<file path="src/rtl/fifo_rd_drain_if.sv">
// Bus bundles for the read-side FIFO drain: the FIFO read port and the
// downstream valid/ready stream. The master side is the drain logic.
interface fifo_rd_if #(
    parameter int unsigned DATA_WIDTH = 12
);
    logic                  fifo_empty;
    logic                  fifo_almost_empty;
    logic                  rd_en;
    logic [DATA_WIDTH-1:0] rd_data;

    modport master (
        input  fifo_empty,
        input  fifo_almost_empty,
        input  rd_data,
        output rd_en
    );

    modport slave (
        output fifo_empty,
        output fifo_almost_empty,
        output rd_data,
        input  rd_en
    );
endinterface

interface stream_if #(
    parameter int unsigned DATA_WIDTH = 12
);
    logic                  m_valid;
    logic                  m_ready;
    logic [DATA_WIDTH-1:0] m_data;

    modport master (
        output m_valid,
        output m_data,
        input  m_ready
    );

    modport slave (
        input  m_valid,
        input  m_data,
        output m_ready
    );
endinterface

</file>
<file path="src/rtl/fifo_rd_drain.sv">
// Read-domain drain of an async FIFO into a 2-entry skid buffer with a valid/ready output.
// Define FIFO_RD_DRAIN_STATS_EN to add word/stall/starve counters (and CNT_WIDTH).
module fifo_rd_drain #(
    parameter int unsigned DATA_WIDTH = 12,
    parameter int unsigned BURST_LEN  = 4
`ifdef FIFO_RD_DRAIN_STATS_EN
    , parameter int unsigned CNT_WIDTH = 16
`endif
) (
    input  logic             rd_clk,
    input  logic             rd_rst_n,
    input  logic             drain_enable,
    fifo_rd_if.master        fifo,
    stream_if.master         strm,
`ifdef FIFO_RD_DRAIN_STATS_EN
    input  logic             stats_clr,
    output logic [CNT_WIDTH-1:0] word_count,
    output logic [CNT_WIDTH-1:0] stall_count,
    output logic [CNT_WIDTH-1:0] starve_count,
`endif
    output logic             drain_idle
);

    typedef enum logic {ST_IDLE, ST_READ} state_e;

    localparam logic [7:0] BURST_LAST = 8'(BURST_LEN - 1);

    state_e                state_q, state_d;
    logic [1:0]            occ_q, occ_d;
    logic                  inflight_q;
    logic                  gap_q, gap_d;
    logic [7:0]            burst_cnt_q, burst_cnt_d;
    logic [DATA_WIDTH-1:0] buf_q [2];
    logic [DATA_WIDTH-1:0] buf0_d, buf1_d;
    logic [1:0]            wr_idx;
    logic                  pop, room, rd_en_c;

    assign pop  = (occ_q != 2'd0) & strm.m_ready;
    // Buffered words plus the one arriving now, minus the one leaving, must leave a free slot.
    assign room = ({1'b0, occ_q} + {2'b00, inflight_q}) < (3'd2 + {2'b00, pop});

    // rd_en is a combinational gate so dropping drain_enable or hitting empty stops reads at once.
    assign rd_en_c = (state_q == ST_READ) & ~fifo.fifo_empty & drain_enable & room & ~gap_q
                   & (~fifo.fifo_almost_empty | ~inflight_q);

    assign fifo.rd_en   = rd_en_c;
    assign strm.m_valid = (occ_q != 2'd0);
    assign strm.m_data  = buf_q[0];
    assign drain_idle   = (state_q == ST_IDLE) & (occ_q == 2'd0) & ~inflight_q;
    assign wr_idx       = occ_q - {1'b0, pop};

    always_comb begin
        // NOTE: every always_comb output gets a default first, otherwise a missed branch infers a latch.
        state_d     = state_q;
        burst_cnt_d = burst_cnt_q;
        gap_d       = 1'b0;
        occ_d       = occ_q + {1'b0, inflight_q} - {1'b0, pop};
        buf0_d      = buf_q[0];
        buf1_d      = buf_q[1];

        unique case (state_q)
            ST_IDLE: if (drain_enable && !fifo.fifo_empty) state_d = ST_READ;
            ST_READ: if (!drain_enable || (fifo.fifo_empty && !rd_en_c)) state_d = ST_IDLE;
            default: state_d = ST_IDLE;
        endcase

        if (state_q != ST_READ || fifo.fifo_almost_empty) begin
            burst_cnt_d = 8'd0;
        end else if (rd_en_c) begin
            if (burst_cnt_q == BURST_LAST) begin
                burst_cnt_d = 8'd0;
                gap_d       = 1'b1;
            end else begin
                burst_cnt_d = burst_cnt_q + 8'd1;
            end
        end

        // Head lives in entry 0; a pop shifts entry 1 forward before the new word lands behind it.
        if (pop) buf0_d = buf_q[1];
        if (inflight_q) begin
            if (wr_idx == 2'd0) buf0_d = fifo.rd_data;
            else                buf1_d = fifo.rd_data;
        end
    end

    // NOTE: sequential state uses non-blocking assignments so every register samples pre-edge values.
    always_ff @(posedge rd_clk or negedge rd_rst_n) begin
        if (!rd_rst_n) begin
            state_q     <= ST_IDLE;
            occ_q       <= 2'd0;
            inflight_q  <= 1'b0;
            gap_q       <= 1'b0;
            burst_cnt_q <= 8'd0;
            // NOTE: the two buffer entries are reset because entry 0 drives m_data directly.
            buf_q[0]    <= '0;
            buf_q[1]    <= '0;
        end else begin
            state_q     <= state_d;
            occ_q       <= occ_d;
            inflight_q  <= rd_en_c;
            gap_q       <= gap_d;
            burst_cnt_q <= burst_cnt_d;
            buf_q[0]    <= buf0_d;
            buf_q[1]    <= buf1_d;
        end
    end

`ifdef FIFO_RD_DRAIN_STATS_EN
    logic [CNT_WIDTH-1:0] word_count_q, stall_count_q, starve_count_q;

    always_ff @(posedge rd_clk or negedge rd_rst_n) begin
        if (!rd_rst_n) begin
            word_count_q   <= '0;
            stall_count_q  <= '0;
            starve_count_q <= '0;
        end else if (stats_clr) begin
            word_count_q   <= '0;
            stall_count_q  <= '0;
            starve_count_q <= '0;
        end else begin
            if (pop && word_count_q != '1)
                word_count_q <= word_count_q + CNT_WIDTH'(1);
            if (strm.m_valid && !strm.m_ready && stall_count_q != '1)
                stall_count_q <= stall_count_q + CNT_WIDTH'(1);
            if (state_q == ST_READ && fifo.fifo_empty && starve_count_q != '1)
                starve_count_q <= starve_count_q + CNT_WIDTH'(1);
        end
    end

    assign word_count   = word_count_q;
    assign stall_count  = stall_count_q;
    assign starve_count = starve_count_q;
`endif

endmodule

</file>
<file path="src/flat_wrapper.sv">
// flat-port wrapper written by rule: the top's interface ports become plain ports
module fifo_rd_drain_flat 
#(
    parameter int unsigned DATA_WIDTH = 12,
    parameter int unsigned BURST_LEN  = 4

)
  (rd_clk, rd_rst_n, drain_enable, drain_idle, fifo_fifo_empty, fifo_fifo_almost_empty, fifo_rd_data, fifo_rd_en, strm_m_valid, strm_m_data, strm_m_ready);
  fifo_rd_if #(.DATA_WIDTH(DATA_WIDTH)) fifo_i ();
  stream_if #(.DATA_WIDTH(DATA_WIDTH)) strm_i ();
  input  logic rd_clk;
  input  logic rd_rst_n;
  input  logic drain_enable;
  output logic drain_idle;
  input wire logic [$bits(fifo_i.fifo_empty)-1:0] fifo_fifo_empty;
  input wire logic [$bits(fifo_i.fifo_almost_empty)-1:0] fifo_fifo_almost_empty;
  input wire logic [$bits(fifo_i.rd_data)-1:0] fifo_rd_data;
  output wire logic [$bits(fifo_i.rd_en)-1:0] fifo_rd_en;
  output wire logic [$bits(strm_i.m_valid)-1:0] strm_m_valid;
  output wire logic [$bits(strm_i.m_data)-1:0] strm_m_data;
  input wire logic [$bits(strm_i.m_ready)-1:0] strm_m_ready;
  assign fifo_i.fifo_empty = fifo_fifo_empty;
  assign fifo_i.fifo_almost_empty = fifo_fifo_almost_empty;
  assign fifo_i.rd_data = fifo_rd_data;
  assign fifo_rd_en = fifo_i.rd_en;
  assign strm_m_valid = strm_i.m_valid;
  assign strm_m_data = strm_i.m_data;
  assign strm_i.m_ready = strm_m_ready;
  fifo_rd_drain #(.DATA_WIDTH(DATA_WIDTH), .BURST_LEN(BURST_LEN)) u_core (.rd_clk(rd_clk), .rd_rst_n(rd_rst_n), .drain_enable(drain_enable), .fifo(fifo_i), .strm(strm_i), .drain_idle(drain_idle));
endmodule
</file>
<file path="config.mk">
export PLATFORM = sky130hd
export DESIGN_NAME = fifo_rd_drain_flat
export DESIGN_NICKNAME = d
export VERILOG_FILES = /design/src/rtl/fifo_rd_drain_if.sv /design/src/rtl/fifo_rd_drain.sv /design/src/flat_wrapper.sv
export SDC_FILE = /design/constraint.sdc
export NUM_CORES = 1
export LEC_CHECK = 0
export CAP_MARGIN = 20
export CORE_MARGIN = 8
export CORE_UTILIZATION = 52
export CTS_BUF_LIST = sky130_fd_sc_hd__clkbuf_16
export DETAILED_ROUTE_END_ITERATION = 16
export GPL_TIMING_DRIVEN = 0
export PLACE_DENSITY = 0.81
export SYNTH_ARGS = -nofsm -noshare
export SYNTH_HDL_FRONTEND = slang
export SYNTH_SLANG_ARGS = --single-unit
</file>
<file path="constraint.sdc">
create_clock -name rd_clk -period 2.9 [get_ports rd_clk]
set_input_delay 0.87 -clock rd_clk [delete_from_list [all_inputs] [get_ports rd_clk]]
set_output_delay 0.87 -clock rd_clk [all_outputs]
set_load 0.02 [all_outputs]
</file>
==> Yosys cells after proc, flatten, opt, wreduce, memory -nomap -nowiden <==
Index checks and enable logic that the tools add are counted.
{ "word_totals": {"regBits": 37, "latchBits": 0, "mem_bits_rw": 0, "mem_bits_ro": 0, "in_bits": 18, "output_inout_bits": 15, "elab_cells": 54, "memories": 0} }
{ "classes": {"n_addsub": 6, "multipliers": 0, "div": 0, "magnitude_cmp": 1, "n_eq_ne": 1, "shift": 0, "n_mux": 12, "n_bitwise": 15, "n_reduce_logical": 12} }
{ "op_table": {"columns": ["op", "n"], "rows": [
  ["two-way mux 12 bit", 3],
  ["two-way mux 8 bit", 3],
  ["adder 8 x 1 -> 8 bit, second input constant", 1],
  ["bitwise AND 1 bit", 8],
  ["== test 8 x 2 -> 1 bit, second input constant", 1],
  ["inverter 1 bit", 6],
  ["two-way mux 1 bit", 5],
  ["logical NOT 2 bit", 2],
  ["nonzero test 2 bit", 2],
  ["subtractor 2 x 1 -> 2 bit", 2],
  ["adder 2 x 1 -> 3 bit", 1],
  ["adder 2 x 1 -> 3 bit, first input constant", 1],
  ["logical NOT 1 bit", 3],
  ["less-than comparator 3 bit", 1],
  ["adder 2 x 1 -> 2 bit", 1],
  ["logical AND 1 bit", 2],
  ["logical OR 1 bit", 2],
  ["one-hot mux 1 bit (2 select lines)", 1],
  ["AND reduction 2 bit", 1],
  ["OR 1 bit", 1]
]} }

==> Depth between registers and ports, before layout <==
Gate-level depths: netlist of the first run.
{ "logic_depth": {"word_depth": 12, "depth_mapped": 9, "depth_no_buf": 7} }

==> Worst setup path before layout of the first run <==
Ideal clock, no wire load.
{ "synth_path": {"path_kind": "input to output", "from": "input fifo_fifo_empty", "to": "output fifo_rd_en", "arrival_ns": 1.733, "required_time_ns": 2.030, "slack_ns": 0.297, "path_stages": 3, "n_path_buf": 0, "cell_sequence": "nor4b_4 -> nand3_2 -> nor2_1"} }
{ "synth_via": {"elab_chain_len": 6} }
{ "synth_lines": {"columns": ["element", "line", "text"], "rows": [
  ["start, declared", "flat_wrapper.sv:15", "input wire logic [$bits(fifo_i.fifo_empty)-1:0] fifo_fifo_empty;"],
  ["inverter 1 bit", "fifo_rd_drain.sv:43", "assign rd_en_c = (state_q == ST_READ) & ~fifo.fifo_empty & drain_enable & room & ~gap_q"],
  ["bitwise AND 1 bit (4 in a row)", "fifo_rd_drain.sv:43", null],
  ["bitwise AND 1 bit", "fifo_rd_drain.sv:44", "& (~fifo.fifo_almost_empty | ~inflight_q);"],
  ["end, declared", "flat_wrapper.sv:18", "output wire logic [$bits(fifo_i.rd_en)-1:0] fifo_rd_en;"]
]} }
Every way passes these cells.

==> Worst setup path in the final report of the first run <==
{ "layout_path": {"from": "input drain_enable", "to": "output fifo_rd_en"} }
{ "layout_via": {"elab_chain_len": 4} }
{ "layout_lines": {"columns": ["element", "line", "text"], "rows": [
  ["start, declared", "flat_wrapper.sv:13", "input logic drain_enable;"],
  ["bitwise AND 1 bit (3 in a row)", "fifo_rd_drain.sv:43", null],
  ["bitwise AND 1 bit", "fifo_rd_drain.sv:44", null]
]} }
Every way passes these cells.

==> results of run 1 <==
==> cells in the mapped netlist, types with 2 or more instances <==
cell and instances:
a21oi_1 2, a31o_2 2, a31oi_1 2, and2b_1 2, and3_1 3, and4_1 2, buf_4 14, clkbuf_1 2
dfrtp_1 37, ha_1 5, inv_1 3, mux2_2 12, mux2i_1 14, nand2_1 20, nand2b_1 3, nand4_1 3
nor2_1 5, nor3_1 2, o21ai_0 15, o21ai_4 2, xnor2_1 2
==> layout make-up <==
cell class | count | area [sq um] | area share
Clock inverter | 3 | 65.1 | 0.0258
Multi-Input combinational cell | 110 | 861 | 0.341
Buffer | 17 | 126 | 0.0501
Clock buffer | 5 | 125 | 0.0496
Sequential cell | 37 | 926 | 0.367
Timing Repair Buffer | 36 | 349 | 0.138
Tap cell | 48 | 60.1 | 0.0238
Inverter | 3 | 11.3 | 0.00446
==> state kept, by name (all words and copies together), names as in the netlist <==
signal and flops:
u_core.gap_q 1, u_core.inflight_q 1, u_core.state_q 1, u_core.burst_cnt_q 8, u_core.strm.m_data 12, u_core.occ_q 2
u_core.buf_q 12
==> cell families (layout without fill, tap and decap cells) <==
logic type,Yosys count,count (layout),share of synthesized area
buf+inv,20,64,0.0709
flops,37,37,0.486
fa+ha+maj,5,5,0.0328
xor+xnor,2,2,0.00919
compound gates,29,29,0.114
simple gates,48,48,0.144
mux,26,26,0.144
==> where the power goes <==
group | internal, mW | total [mW] | leakage, nW | switching [mW]
logic | 0.503 | 0.923 | 0.603 | 0.420
clock network | 0.491 | 0.695 | 0.0938 | 0.204
registers | 0.700 | 0.819 | 0.472 | 0.119
==> through the flow <==
| step | cell area (sq um) | TNS (ps) | hold slack, ps |
|---|---|---|---|
| 2_1_floorplan | 1910 | 0 | 479 |
| 3_3_place_gp | 2290 | -6450 | 485 |
| 3_5_place_dp | 2280 | -7210 | 497 |
| 4_1_cts | 2520 | 0 | 510 |
| 5_1_grt | 2520 | 0 | 524 |
| 6_report | 2520 | 0 | 505 |
==> routing by layer <==
metal	wire length (um)	up-vias
li1	-	668
met1	1690	707
met2	2130	39
met3	249	7
met4	62	0
met5	0	-
==> critical path: cells and delay by family <==
family	cells	cell delay [ps]
buf+inv	2	590
simple gates	3	500
==> how the worst min path moves through the flow <==
stage	to	slack, ps
after floorplan	u_core.buf_q[10]	480
after global placement	u_core.buf_q[0]	480
after detailed placement	u_core.buf_q[7]	500
after CTS	u_core.buf_q[1]	510
after global routing	u_core.buf_q[3]	520
final	u_core.buf_q[1]	500
==> repair_timing <==
| item | in CTS | in global routing |
|---|---|---|
| hold buffers | 0 | 0 |
| gates resized for setup | 9 | 5 |
| setup buffers | 4 | 0 |
| setup endpoints to repair | 14 | 21 |
| pin swaps | 4 | 1 |
==> impl_metrics.tcl, run 1 <==
set metrics [dict create \
    status "completed" \
    synth.distinct_cells 36 \
    area_growth_pct 32.3 \
    cts_tree "built" \
    synthCells 167 \
    die_y_um 76.6 \
    rows 22 \
    synthesis.area_sq_mm 0.00191 \
    synth_top_cells_by_area "dfrtp_1, mux2i_1, mux2_2" \
    initial_utilization 0.529 \
    max_clock_freq_ghz 0.353 \
    drt_iter0_drc 121 \
    grt_pass1_vias 1546 \
    grt_util_all_layers 0.145 \
    yosysSeqAreaShare 0.486 \
    cp_slowest_stage_delay_ps 470 \
    antenna-diode-count 0 \
    yosysWarnings 0 \
    synthesis.nets 190 \
    synth.avg_cell_area_sq_um 11.4 \
    grt-busiest-layer "met2" \
    power.total_mw 2.44 \
    finalHoldViolCount 0 \
    drv_cap 0 \
    crit_fanout 2 \
    slew_viol_final 0 \
    finalNonFillerCells 259 \
    core-area_sq_mm 0.00361 \
    p_per_area_mw_per_mm2 966 \
    critPathArrivalTime_ps 1970 \
    crit_start "drain_enable" \
    max_slew_margin 0.453 \
    htreeDepth 2 \
    p_leak_nw 1.17 \
    grt_pass1_wl_um 7000 \
    cpMaxStageDelayCell "clkdlybuf4s50_1" \
    r2r_end "u_core.buf_q[9]" \
    setup_ws_ps 63.2 \
    required_ps 2030 \
    crit_path_cell_trace "clkdlybuf4s50_1 -> nor4b_4 -> nand3_4 -> nor2_4 -> buf_6" \
    drive_gt1_frac 0.261 \
    ys_seq_elements 37 \
    globalRouteOverflowTotal 0 \
    clock_sinks 37 \
    endpoint_kind "output port" \
    drtAntennaViolNets 0 \
    port_buffers 32 \
    vias 1421 \
    dp_hpwl_um 2880 \
    dr.pass1.iters 4 \
    reg2reg_depth 8 \
    reg2reg_from "u_core.occ_q[1]" \
    synth_top_area_cell "dfrtp_1" \
    met1_usage 0.152 \
    netlist.area_leader.share 0.486 \
    hp-start "u_core.buf_q[1]" \
    peakVddDrop_mv 0.681 \
    grtUsageMet2 0.255 \
    worstMarginPinSlew_ps 820 \
    finalClockSkew_ps 2.65 \
    final_core_util 0.700 \
    finalSetupViolations 0 \
    dieArea_sq_mm 0.00586 \
    globalplace.congestion 0.881 \
    dp.cells 247 \
    synth-edff-count 0 \
    wl_per_cell_um 16.0 \
    avgViaCountPerCell 5.49 \
    r2r_slack_ps 550 \
    grt_max_degree 38 \
    min_path_type "register to register" \
    cts_buffers 5 \
    period_minus_slack_ps 2840 \
    cp-start-kind "primary input" \
    finalCritPeriodShare 0.978 \
    met3_usage 0.0578 \
    path_clk_slew_ps 50 \
    clock_latency_ps 280 \
    crit_path_end "fifo_rd_en" \
    cts_buffer_depth 2 \
    rsz0062_at_grt "no" \
    antenna_found_initial 0 \
    io_pins 33 \
    drcViolationCount 0 \
    async_flop_share 1.00 \
    final_common_cell "dfrtp_1" \
    finalWirelength_um 4140 \
    die_w_um 76.6 \
    path_class "primary input to output port" \
    nets 233 \
    fillers 267 \
    pre_cts_slack_ps -789 \
    synthFlopType "dfrtp_1" \
    holdPathStages 1 \
    root_buffer "clkbuf_16" \
    mostFrequentLayoutCells "dfrtp_1, clkdlybuf4s50_1, nand2_1" \
]
(Power assumes the default switching activity.)
==> run 2, diff against run 1 <==
--- a/config.mk
+++ b/config.mk
@@ -6,12 +6,13 @@
 export NUM_CORES = 1
 export LEC_CHECK = 0
 export CAP_MARGIN = 20
-export CORE_MARGIN = 8
+export CORE_MARGIN = 1
 export CORE_UTILIZATION = 52
 export CTS_BUF_LIST = sky130_fd_sc_hd__clkbuf_16
 export DETAILED_ROUTE_END_ITERATION = 16
 export GPL_TIMING_DRIVEN = 0
 export PLACE_DENSITY = 0.81
+export SKIP_LAST_GASP = 1
 export SYNTH_ARGS = -nofsm -noshare
 export SYNTH_HDL_FRONTEND = slang
 export SYNTH_SLANG_ARGS = --single-unit
==> impl_metrics.tcl, run 2 (synthesized netlist as in run 1, its figures left out) <==
set metrics [dict create \
    final_area_sq_mm 0.00248 \
    mostFrequentLayoutCells "dfrtp_1, clkdlybuf4s50_1, nand2_1, buf_4" \
    drt_iter0_drc 125 \
    worstMarginPinSlew_ps 796 \
    drv_cap 0 \
    status "completed" \
    period_minus_slack_ps 2800 \
    dr.pass1.iters 4 \
    antenna-diode-count 0 \
    grt_util_all_layers 0.223 \
    fin_setup_tns_ps 0 \
    crit_fanout 6 \
    drtAntennaViolNets 0 \
    htreeDepth 2 \
    max_clock_freq_ghz 0.358 \
    final_common_cell "dfrtp_1" \
    hold_slack_ps 505 \
    cp-start-kind "register" \
    die_w_um 62.6 \
    endpoint_kind "output port" \
    cts_tree "built" \
    avgViaCountPerCell 5.52 \
    finalHoldViolCount 0 \
    place_area_sq_mm 0.00228 \
    final_core_util 0.726 \
    slew_viol_final 0 \
    wl_per_cell_um 15.2 \
    clock_sinks 37 \
    core-area_sq_mm 0.00342 \
    io_pins 33 \
    grt_max_degree 38 \
    globalRouteOverflowTotal 0 \
    max_slew_margin 0.469 \
    initial_utilization 0.558 \
    pre_cts_slack_ps -828 \
    finalClockSkew_ps 6.07 \
    critPathArrivalTime_ps 1930 \
    holdPathStages 1 \
    area_growth_pct 30.1 \
    root_buffer "clkbuf_16" \
    clock_latency_ps 280 \
    min_path_type "register to register" \
    globalplace.congestion 0.833 \
    grt_pass1_vias 1477 \
    vias 1425 \
    dieArea_sq_mm 0.00391 \
    dp_hpwl_um 2650 \
    rows 21 \
    reg2reg_depth 8 \
    drcViolationCount 0 \
    antenna_found_initial 0 \
    port_buffers 32 \
    finalWirelength_um 3930 \
    hold_buffers 0 \
    fillers 254 \
    cts_buffers 5 \
    finalNonFillerCells 258 \
    finalSetupViolations 0 \
    setup_ws_ps 105 \
    p_per_area_mw_per_mm2 896 \
    power.total_mw 2.22 \
    path_class "register to output port" \
    grt_pass1_wl_um 6800 \
    die_y_um 62.6 \
    nets 235 \
    path_clk_slew_ps 50 \
    drive_gt1_frac 0.255 \
    rsz0062_at_grt "no" \
    cts_buffer_depth 2 \
    finalCritPeriodShare 0.964 \
    required_ps 2030 \
    peakVddDrop_mv 0.671 \
    dp.cells 245 \
    p_leak_nw 1.16 \
]
run 2: timing repair:
item	CTS	global route
pin swaps	3	2
setup buffers	1	5
setup endpoints to repair	19	23
gates cloned	0	0
resized for setup	11	5
run 2: path summary, 6_finish.rpt:
check                                  start                     to  slack, ps
setup / recovery           u_core.inflight_q             fifo_rd_en        100
hold / removal               u_core.buf_q[5]        u_core.buf_q[5]        510
setup reg to reg             u_core.occ_q[1]        u_core.buf_q[6]        580
hold reg to reg              u_core.buf_q[5]        u_core.buf_q[5]        510
max in group asynchronous           rd_rst_n  u_core.strm.m_data[5]       1720
min in group asynchronous           rd_rst_n  u_core.burst_cnt_q[7]        680
run 2: metal layers:
metal	vias to the layer above	part of all wire	GRT usage
met2	46	0.51	0.383
met3	6	0.056	0.0657
li1	673	-	-
met4	0	0.014	0.0930
met5	-	0	0
met1	700	0.42	0.259
run 2: final cells by class:
type,count,area (sq um),share of cell area
plain buffers,17,126,0.0510
clock buffers,5,125,0.0505
clock inverters,2,7.51,0.00303
inverters,3,11.3,0.00454
multi-input cells,110,861,0.347
flip-flops and latches,37,926,0.373
well taps,46,57.6,0.0232
repair buffers,38,365,0.147
run 2: critical path, stage by stage, from the launching register on:
cell and delay (ps):
dfrtp_1 440, ha_1 230, ha_1 210, nor4b_4 330, nand3_4 130, nor2_4 170, buf_6 140
run 2: power by group:
group / switching, mW / leakage [nW] / internal (mW)
Combinational: 0.408 / 0.621 / 0.502
Sequential: 0.119 / 0.472 / 0.701
Clock: 0.185 / 0.0685 / 0.307
Total: 0.713 / 1.16 / 1.51
==> run 3, diff against run 2 <==
--- a/config.mk
+++ b/config.mk
@@ -12,7 +12,6 @@
 export DETAILED_ROUTE_END_ITERATION = 16
 export GPL_TIMING_DRIVEN = 0
 export PLACE_DENSITY = 0.81
-export SKIP_LAST_GASP = 1
 export SYNTH_ARGS = -nofsm -noshare
 export SYNTH_HDL_FRONTEND = slang
 export SYNTH_SLANG_ARGS = --single-unit
==> impl_metrics.tcl, run 3 (synthesized netlist as in run 1, its figures left out) <==
set metrics [dict create \
    grt_util_all_layers 0.223 \
    drv_cap 0 \
    power.total_mw 2.22 \
    drt_iter0_drc 125 \
    grt_pass1_wl_um 6800 \
    critPathArrivalTime_ps 1930 \
    dieArea_sq_mm 0.00391 \
    p_sw_frac 0.321 \
    finalNonFillerCells 258 \
    cpMaxStageDelayCell "dfrtp_1" \
    p_clk_frac 0.221 \
    cp-start-kind "register" \
    finalWirelength_um 3930 \
    finalHoldViolCount 0 \
    rows 21 \
    p_seq_frac 0.369 \
    status "completed" \
    dp.cells 245 \
    die_y_um 62.6 \
    port_buffers 32 \
    slew_viol_final 0 \
    path_clk_slew_ps 50 \
    cp_slowest_stage_delay_ps 440 \
    final_common_cell "dfrtp_1" \
    hold_slack_ps 505 \
    pwr-share-comb 0.410 \
    crit_path_cell_trace "ha_1 -> ha_1 -> nor4b_4 -> nand3_4 -> nor2_4 -> buf_6" \
    p_per_area_mw_per_mm2 896 \
    grt_pass1_vias 1475 \
    htreeDepth 2 \
    root_buffer "clkbuf_16" \
    avgViaCountPerCell 5.52 \
    max_clock_freq_ghz 0.358 \
    path_class "register to output port" \
    worstMarginPinSlew_ps 796 \
    endpoint_kind "output port" \
    peakVddDrop_mv 0.671 \
    cts_tree "built" \
    mostFrequentLayoutCells "dfrtp_1, clkdlybuf4s50_1, nand2_1, buf_4" \
    nets 235 \
    io_pins 33 \
    cts_buffers 5 \
    cp_top_family "simple AND/OR/NAND/NOR gates" \
    dr.pass1.iters 4 \
    critical_path.most_common_cell "ha_1" \
    drtAntennaViolNets 0 \
    multiInputGateArea_sq_um 861 \
    p_leak_nw 1.16 \
    drcViolationCount 0 \
    antenna-diode-count 0 \
    globalRouteOverflowTotal 0 \
    grt_max_degree 38 \
    drive_gt1_frac 0.255 \
    vias 1425 \
    initial_utilization 0.558 \
    p_int_mw 1.51 \
    rsz0062_at_grt "no" \
    core-area_sq_mm 0.00342 \
    antenna_found_initial 0 \
    final-seq-area_sq_um 926 \
    crit_fanout 6 \
    finalSetupViolations 0 \
    required_ps 2030 \
    period_minus_slack_ps 2800 \
    min_path_type "register to register" \
    finalCritPeriodShare 0.964 \
    hold_buffers 0 \
    clock_sinks 37 \
    globalplace.congestion 0.833 \
    max_slew_margin 0.469 \
    final_core_util 0.726 \
    fillers 254 \
    area_growth_pct 30.1 \
    path_buf_inv 1 \
    die_w_um 62.6 \
    net-switching-power_mw 0.713 \
    cts_buffer_depth 2 \
    dp_hpwl_um 2650 \
    finalClockSkew_ps 6.07 \
    clock_latency_ps 280 \
    fin_setup_tns_ps 0 \
    wl_per_cell_um 15.2 \
]
[run 3: cell counts in the layout (fill, tap and decap cells not counted)]
Identical to the previous run, type by type.
[run 3: power by group through the flow]
stage / clock (mW) / sequential [mW] / combinational [mW]
after floorplan: 0 / 0.791 / 0.608
after global placement: 0 / 0.810 / 0.859
after detailed placement: 0 / 0.825 / 0.886
after CTS: 0.503 / 0.818 / 0.899
after global routing: 0.525 / 0.842 / 0.989
final: 0.492 / 0.820 / 0.910
[run 3: area by class of cell]
cell class,instances,share of cell area
Sequential cell,37,0.373
Multi-Input combinational cell,110,0.347
Timing Repair Buffer,38,0.147
Buffer,17,0.0510
Clock buffer,5,0.0505
Tap cell,46,0.0232
Inverter,3,0.00454
Clock inverter,2,0.00303
[run 3: timing repair]
| item | 4_1_cts | 5_1_grt |
|---|---|---|
| pin swaps | 3 | 2 |
| buffers inserted | 1 | 5 |
| gates resized for setup | 11 | 5 |
| endpoints found under the setup margin | 19 | 23 |
[run 3: per-layer routing]
metal  wire length, um  track usage  vias to the layer above
li1                  -            -                      673
met1              1640        0.259                      700
met2              2020        0.383                       46
met3               220       0.0657                        6
met4                55       0.0930                        0
met5                 0            0                        -
[run 3: worst paths after layout]
| kind | cells after the start | slack (ps) | to | startpoint |
|---|---|---|---|---|
| min | 1 | 510 | u_core.buf_q[5] | u_core.buf_q[5] |
| max reg2reg | 8 | 580 | u_core.buf_q[6] | u_core.occ_q[1] |
| min reg2reg | 1 | 510 | u_core.buf_q[5] | u_core.buf_q[5] |
| max | 6 | 100 | fifo_rd_en | u_core.inflight_q |
| min in group asynchronous | 1 | 680 | u_core.burst_cnt_q[7] | rd_rst_n |
| max in group asynchronous | 1 | 1720 | u_core.strm.m_data[5] | rd_rst_n |
[run 3: per-stage QoR]
stage | instance area [sq um] | worst slack [ps]
2_1_floorplan | 1910 | 297
3_3_place_gp | 2280 | -764
3_5_place_dp | 2280 | -828
4_1_cts | 2430 | -51.1
5_1_grt | 2480 | 25.3
6_report | 2480 | 105
[run 3: worst register-to-register path, stage by stage (launching register included)]
cell	delay [ps]
dfrtp_1	470
o21ai_4	270
buf_6	210
inv_1	60
ha_1	260
inv_1	60
o21ai_1	270
buf_4	260
mux2_2	360
==> patch 1, RTL diff (settings of run 1) <==
`DATA_WIDTH` is set to 12 in 4 places; all go to 24.
--- a/src/rtl/fifo_rd_drain_if.sv
+++ b/src/rtl/fifo_rd_drain_if.sv
@@ -1,7 +1,7 @@
 // Bus bundles for the read-side FIFO drain: the FIFO read port and the
 // downstream valid/ready stream. The master side is the drain logic.
 interface fifo_rd_if #(
-    parameter int unsigned DATA_WIDTH = 12
+    parameter int unsigned DATA_WIDTH = 24
 );
     logic                  fifo_empty;
     logic                  fifo_almost_empty;
@@ -24,7 +24,7 @@
 endinterface
 
 interface stream_if #(
-    parameter int unsigned DATA_WIDTH = 12
+    parameter int unsigned DATA_WIDTH = 24
 );
     logic                  m_valid;
     logic                  m_ready;
--- a/src/rtl/fifo_rd_drain.sv
+++ b/src/rtl/fifo_rd_drain.sv
@@ -1,7 +1,7 @@
 // Read-domain drain of an async FIFO into a 2-entry skid buffer with a valid/ready output.
 // Define FIFO_RD_DRAIN_STATS_EN to add word/stall/starve counters (and CNT_WIDTH).
 module fifo_rd_drain #(
-    parameter int unsigned DATA_WIDTH = 12,
+    parameter int unsigned DATA_WIDTH = 24,
     parameter int unsigned BURST_LEN  = 4
 `ifdef FIFO_RD_DRAIN_STATS_EN
     , parameter int unsigned CNT_WIDTH = 16
--- a/src/flat_wrapper.sv
+++ b/src/flat_wrapper.sv
@@ -1,7 +1,7 @@
 // flat-port wrapper written by rule: the top's interface ports become plain ports
 module fifo_rd_drain_flat 
 #(
-    parameter int unsigned DATA_WIDTH = 12,
+    parameter int unsigned DATA_WIDTH = 24,
     parameter int unsigned BURST_LEN  = 4
 
 )
Interface: changed (resized fifo_rd_data and strm_m_data); port bits go from 33 to 57. No check against the original RTL was run, so the function may have changed too.
==> patch 1 against run 1 <==
  * Clock skew grew 0.0031 ns
  * Setup slack lost 0.0060 ns
  * Wire length grew 62%
  * Power grew 66%
  * Sequential power grew 72%
  * Cell area grew 57%
  * First-iteration DRC count shrank 40%
  * Sequential cell count grew 24
  * Die area grew 42%
  * Core utilization grew 2.5 points
  * Area after synthesis grew 54%
==> patch 1: results (changes against run 1) <==
| Metric | Value |
|---|---|
| Status | finished clean (unchanged) |
| CP max FO | 2 (unchanged) |
| Synth top area cells | dfrtp_1 52%, mux2_2 9.2%, mux2i_1 8.5%, buf_4 6.4%, o21ai_0 4.8% (was dfrtp_1 49%, mux2i_1 7.3%, mux2_2 7.1%, buf_4 5.5%, nand2_1 3.9%) |
| Vias post-DR | 2227 (was 1421) |
| Num CTS Buffers | 9 (was 5) |
| Clk_lat worst skew | 0.32 ns (was 0.28 ns) |
| Main synth FF type | dfrtp_1 (unchanged) |
| HPWL Detailed | 4.61 mm (was 2.88 mm) |
| Routed length per instance | 16.3 um (was 16.0 um) |
| Initial antenna violation count | 0 (unchanged) |
| Syn Nets | 295 (was 190) |
| Filler Cell Count | 404 (was 267) |
| Inserted Diodes | 0 (unchanged) |
| Leakage | 0.00181 uW (was 0.00117 uW) |
| Layout cell share with drive strength beyond 1 | 26.3% (was 26.1%) |
| Peak VDD IR | 678 uV (was 681 uV) |
| Pin count of the biggest net entering global routing | 41 (was 38) |
| Final Skew | 0.00578 ns (was 0.00265 ns) |
| First-pass GRT wire length | 11.1 mm (was 7.00 mm) |
| Final nets | 368 (was 233) |
| Top cells by count, synth | 61 x dfrtp_1, 30 x nand2_1, 28 x o21ai_0 (was 37 x dfrtp_1, 20 x nand2_1, 15 x o21ai_0) |
| Number of buffers added on ports | 56 (was 32) |
| Drt initial violations | 73 (was 121) |
| Relative slew margins | 65.0% (was 45.3%) |
| Drt first pass iters | 4 (unchanged) |
| Overall Global Routing Usage | 16.6% (was 14.5%) |
| Sequential share of the synthesized area | 51.9% (was 48.6%) |
| Netlist cell types | 35 (was 36) |
| Final estimated routing congestion in global placement | 0.862 (was 0.881) |
| Pre-CTS WS | -0.879 ns (was -0.789 ns) |
| Placement Cell Area | 0.00360 mm^2 (was 0.00228 mm^2) |
| Total number of yosys warnings | 0 (unchanged) |
| Vias in the first global route | 2371 (was 1546) |
| H-tree Lvls | 3 (was 2) |
| Clk Tree Root Cell | clkbuf_16 (unchanged) |
| HP Class | register to register (unchanged) |
patch 1: cell families after synthesis:
group                    share of synthesized area (%)
AO/OA/AOI/OAI                                     8.26
XOR/XNOR                                         0.596
adder cells (fa/ha/maj)                           2.13
buffers and inverters                             8.85
flip-flops                                        51.9
multiplexers                                      17.7
AND/OR/NAND/NOR                                   10.5
patch 1: cell type report:
| class | count | share of cell area, % |
|---|---|---|
| Buffer | 37 | 6.37 |
| Clock buffer | 9 | 5.67 |
| Clock inverter | 7 | 1.70 |
| Inverter | 3 | 0.284 |
| Multi-Input combinational cell | 159 | 29.8 |
| Sequential cell | 61 | 38.5 |
| Tap cell | 72 | 2.27 |
| Timing Repair Buffer | 62 | 15.4 |
patch 1: timing repair:
action / CTS / global route
setup endpoints to repair: 49 / 1
pin swaps: 4 / 0
endpoints found under the hold margin: 0 / 0
buffers inserted: 5 / 0
gates resized for setup: 14 / 1
patch 1: where the power goes:
| group | internal, uW | switching (uW) | total (uW) |
|---|---|---|---|
| Combinational | 889 | 697 | 1590 |
| Clock | 659 | 380 | 1040 |
| Sequential | 1200 | 207 | 1410 |
patch 1: through the flow:
stage	cells	hold WS (ns)	utilization, %
global placement	388	0.486	65.6
floorplan	260	0.479	-
detailed placement	389	0.493	65.9
CTS	410	0.505	72.4
global route	410	0.509	72.5
finish	410	0.507	72.5
patch 1: worst paths after layout:
kind | cells after the start | slack (ns) | from | endpoint
worst max-delay path | 5 | 0.06 | fifo_fifo_empty | fifo_rd_en
worst min-delay path | 1 | 0.51 | u_core.buf_q[3] | u_core.buf_q[3]
worst max register to register | 9 | 0.40 | u_core.occ_q[1] | u_core.buf_q[5]
worst min register to register | 1 | 0.51 | u_core.buf_q[3] | u_core.buf_q[3]
max in group asynchronous | 2 | 1.79 | rd_rst_n | u_core.burst_cnt_q[3]
min in group asynchronous | 1 | 0.52 | rd_rst_n | u_core.burst_cnt_q[6]
patch 1: layer usage:
layer | vias up | wire (um) | track usage [%]
li1 | 1041 | - | -
met1 | 1110 | 2790 | 18.6
met2 | 59 | 3400 | 27.5
met3 | 17 | 305 | 5.02
met4 | 0 | 182 | 9.69
met5 | - | 0 | 0
patch 1: worst max-delay path: cells and delay by family:
| family | cells | cell delay [ns] |
|---|---|---|
| simple gates | 3 | 0.52 |
| buf+inv | 2 | 0.58 |
==> patch 2, RTL diff (flow settings as in run 1) <==
Made on the original files. Compare `burst_cnt_q` against `BURST_LAST` with >= in place of ==.
--- a/src/rtl/fifo_rd_drain.sv
+++ b/src/rtl/fifo_rd_drain.sv
@@ -67,7 +67,7 @@
         if (state_q != ST_READ || fifo.fifo_almost_empty) begin
             burst_cnt_d = 8'd0;
         end else if (rd_en_c) begin
-            if (burst_cnt_q == BURST_LAST) begin
+            if (burst_cnt_q >= BURST_LAST) begin
                 burst_cnt_d = 8'd0;
                 gap_d       = 1'b1;
             end else begin
Function: no difference found for any inputs over 10 cycles, from zero or initial values and one cycle with rd_rst_n low; that may be too few to reach the edited logic, so the function may still have changed.
==> patch 2 against run 1 <==
  * Sequential cell count did not move
  * Wire length fell by 14%
  * Setup slack improved by 0.043 ns
  * Area after synthesis fell by 10%
  * Critical path type unchanged
  * Power fell by 1.8%
  * Critical path depth rose by 1
  * Cell area fell by 8.0%
  * Highest routed layer unchanged
  * Count of clock-buffer cells in the layout did not move
  * First-iteration DRC count fell by 71%
  * Largest cell class unchanged
  * Clock power barely moved
==> patch 2: results (changes against run 1) <==
| Metric | Value |
|---|---|
| Status | finished clean (unchanged) |
| Met3 routed WL | 294 um (was 249 um) |
| Post-Synth XOR/XNOR Area | 1.46% (was 0.919%) |
| Final period util | 96.3% (was 97.8%) |
| HPWL Detailed | 2.46 mm (was 2.88 mm) |
| Routed length per instance | 15.5 um (was 16.0 um) |
| CP max FO | 5 (was 2) |
| Synthesized-area fraction occupied by adder cells | 3.65% (was 3.28%) |
| Met1 WL | 1.36 mm (was 1.69 mm) |
| Netlist cell types | 28 (was 36) |
| Layout cell share with drive strength beyond 1 | 27.9% (was 26.1%) |
| Share of synthesized registers carrying an async set or reset | 100% (unchanged) |
| Synth top area cells | dfrtp_1 54%, mux2i_1 8.2%, mux2_2 7.9%, buf_4 5.7%, ha_1 3.6% (was dfrtp_1 49%, mux2i_1 7.3%, mux2_2 7.1%, buf_4 5.5%, nand2_1 3.9%) |
| Sequential share of the synthesized area | 54.0% (was 48.6%) |
| Syn Nets | 164 (was 190) |
| Placement Cell Area | 0.00209 mm^2 (was 0.00228 mm^2) |
| Inst Count DP | 219 (was 247) |
| Via density | 5.06 (was 5.49) |
| Inserted Diodes | 0 (unchanged) |
| Final Skew | 0.00329 ns (was 0.00265 ns) |
| Top cells by count, synth | 37 x dfrtp_1, 14 x mux2i_1, 13 x buf_4 (was 37 x dfrtp_1, 20 x nand2_1, 15 x o21ai_0) |
| Leakage | 0.00117 uW (about the same) |
| Vias in the first global route | 1294 (was 1546) |
| Worst Max-Slew Pin Slew | 0.800 ns (was 0.820 ns) |
| First-pass GRT wire length | 6.04 mm (was 7.00 mm) |
| Peak VDD IR | 692 uV (was 681 uV) |
| Pre-CTS WS | -0.665 ns (was -0.789 ns) |
| Final estimated routing congestion in global placement | 0.752 (was 0.881) |
| Filler Cell Count | 253 (was 267) |
| Worst hold slack | 0.504 ns (was 0.505 ns) |
| Final nets | 205 (was 233) |
| Overall Global Routing Usage | 15.1% (was 14.5%) |
| Met2 wire length | 1.84 mm (was 2.13 mm) |
| Top Layer Used | met4 (unchanged) |
| Final Non-Filler Cells | 229 (was 259) |
| Main synth FF type | dfrtp_1 (unchanged) |
| Syn_area_per_cell | 12.2 um^2 (was 11.4 um^2) |
| Complex-gate fraction of the synthesized area | 4.96% (was 11.4%) |
| Drt initial violations | 35 (was 121) |
| WP data arrival | 1.92 ns (was 1.97 ns) |
| Mux share of post-synthesis cell area | 16.0% (was 14.4%) |
| CP top delay family | buffers and inverters (unchanged) |
| Pin count of the biggest net entering global routing | 38 (unchanged) |
-- patch 2: logic make-up (layout without fill, tap and decap cells) --
family                   Yosys count  after routing
flip-flops                        37             37
AND/OR/NAND/NOR                   35             35
multiplexers                      26             26
buffers and inverters             21             63
AO/OA/AOI/OAI                     15             15
adder cells (fa/ha/maj)            5              5
XOR/XNOR                           2              2
-- patch 2: per-layer routing --
metal / GRT usage, % / vias to the layer above
met5: 0 / -
met4: 7.10 / 0
met3: 6.96 / 5
met2: 26.2 / 32
met1: 14.9 / 569
li1: - / 552
-- patch 2: cell type report --
class | count | area [um^2] | area share (%)
Clock buffer | 5 | 125 | 5.39
Clock inverter | 3 | 65.1 | 2.80
Sequential cell | 37 | 926 | 39.9
Timing Repair Buffer | 34 | 333 | 14.3
Tap cell | 46 | 57.6 | 2.48
Inverter | 4 | 15.0 | 0.647
Buffer | 17 | 131 | 5.66
Multi-Input combinational cell | 83 | 668 | 28.8
-- patch 2: worst paths after layout --
| kind | from | end | cells past startpoint |
|---|---|---|---|
| max | strm_m_ready | fifo_rd_en | 6 |
| max in group asynchronous | rd_rst_n | u_core.occ_q[0] | 1 |
| min | u_core.buf_q[9] | u_core.buf_q[9] | 1 |
| max reg2reg | u_core.occ_q[1] | u_core.buf_q[3] | 8 |
| min in group asynchronous | rd_rst_n | u_core.strm.m_data[4] | 1 |
| min reg2reg | u_core.buf_q[9] | u_core.buf_q[9] | 1 |
-- patch 2: power by group --
part | internal [uW] | switching, uW
logic | 502 | 386
registers | 703 | 109
clock network | 491 | 203
total | 1700 | 698
-- patch 2: what timing repair did --
item	in CTS	in global routing
endpoints found under the setup margin	1	6
gates resized for setup	10	4
setup buffers	1	1
pin swaps	2	1
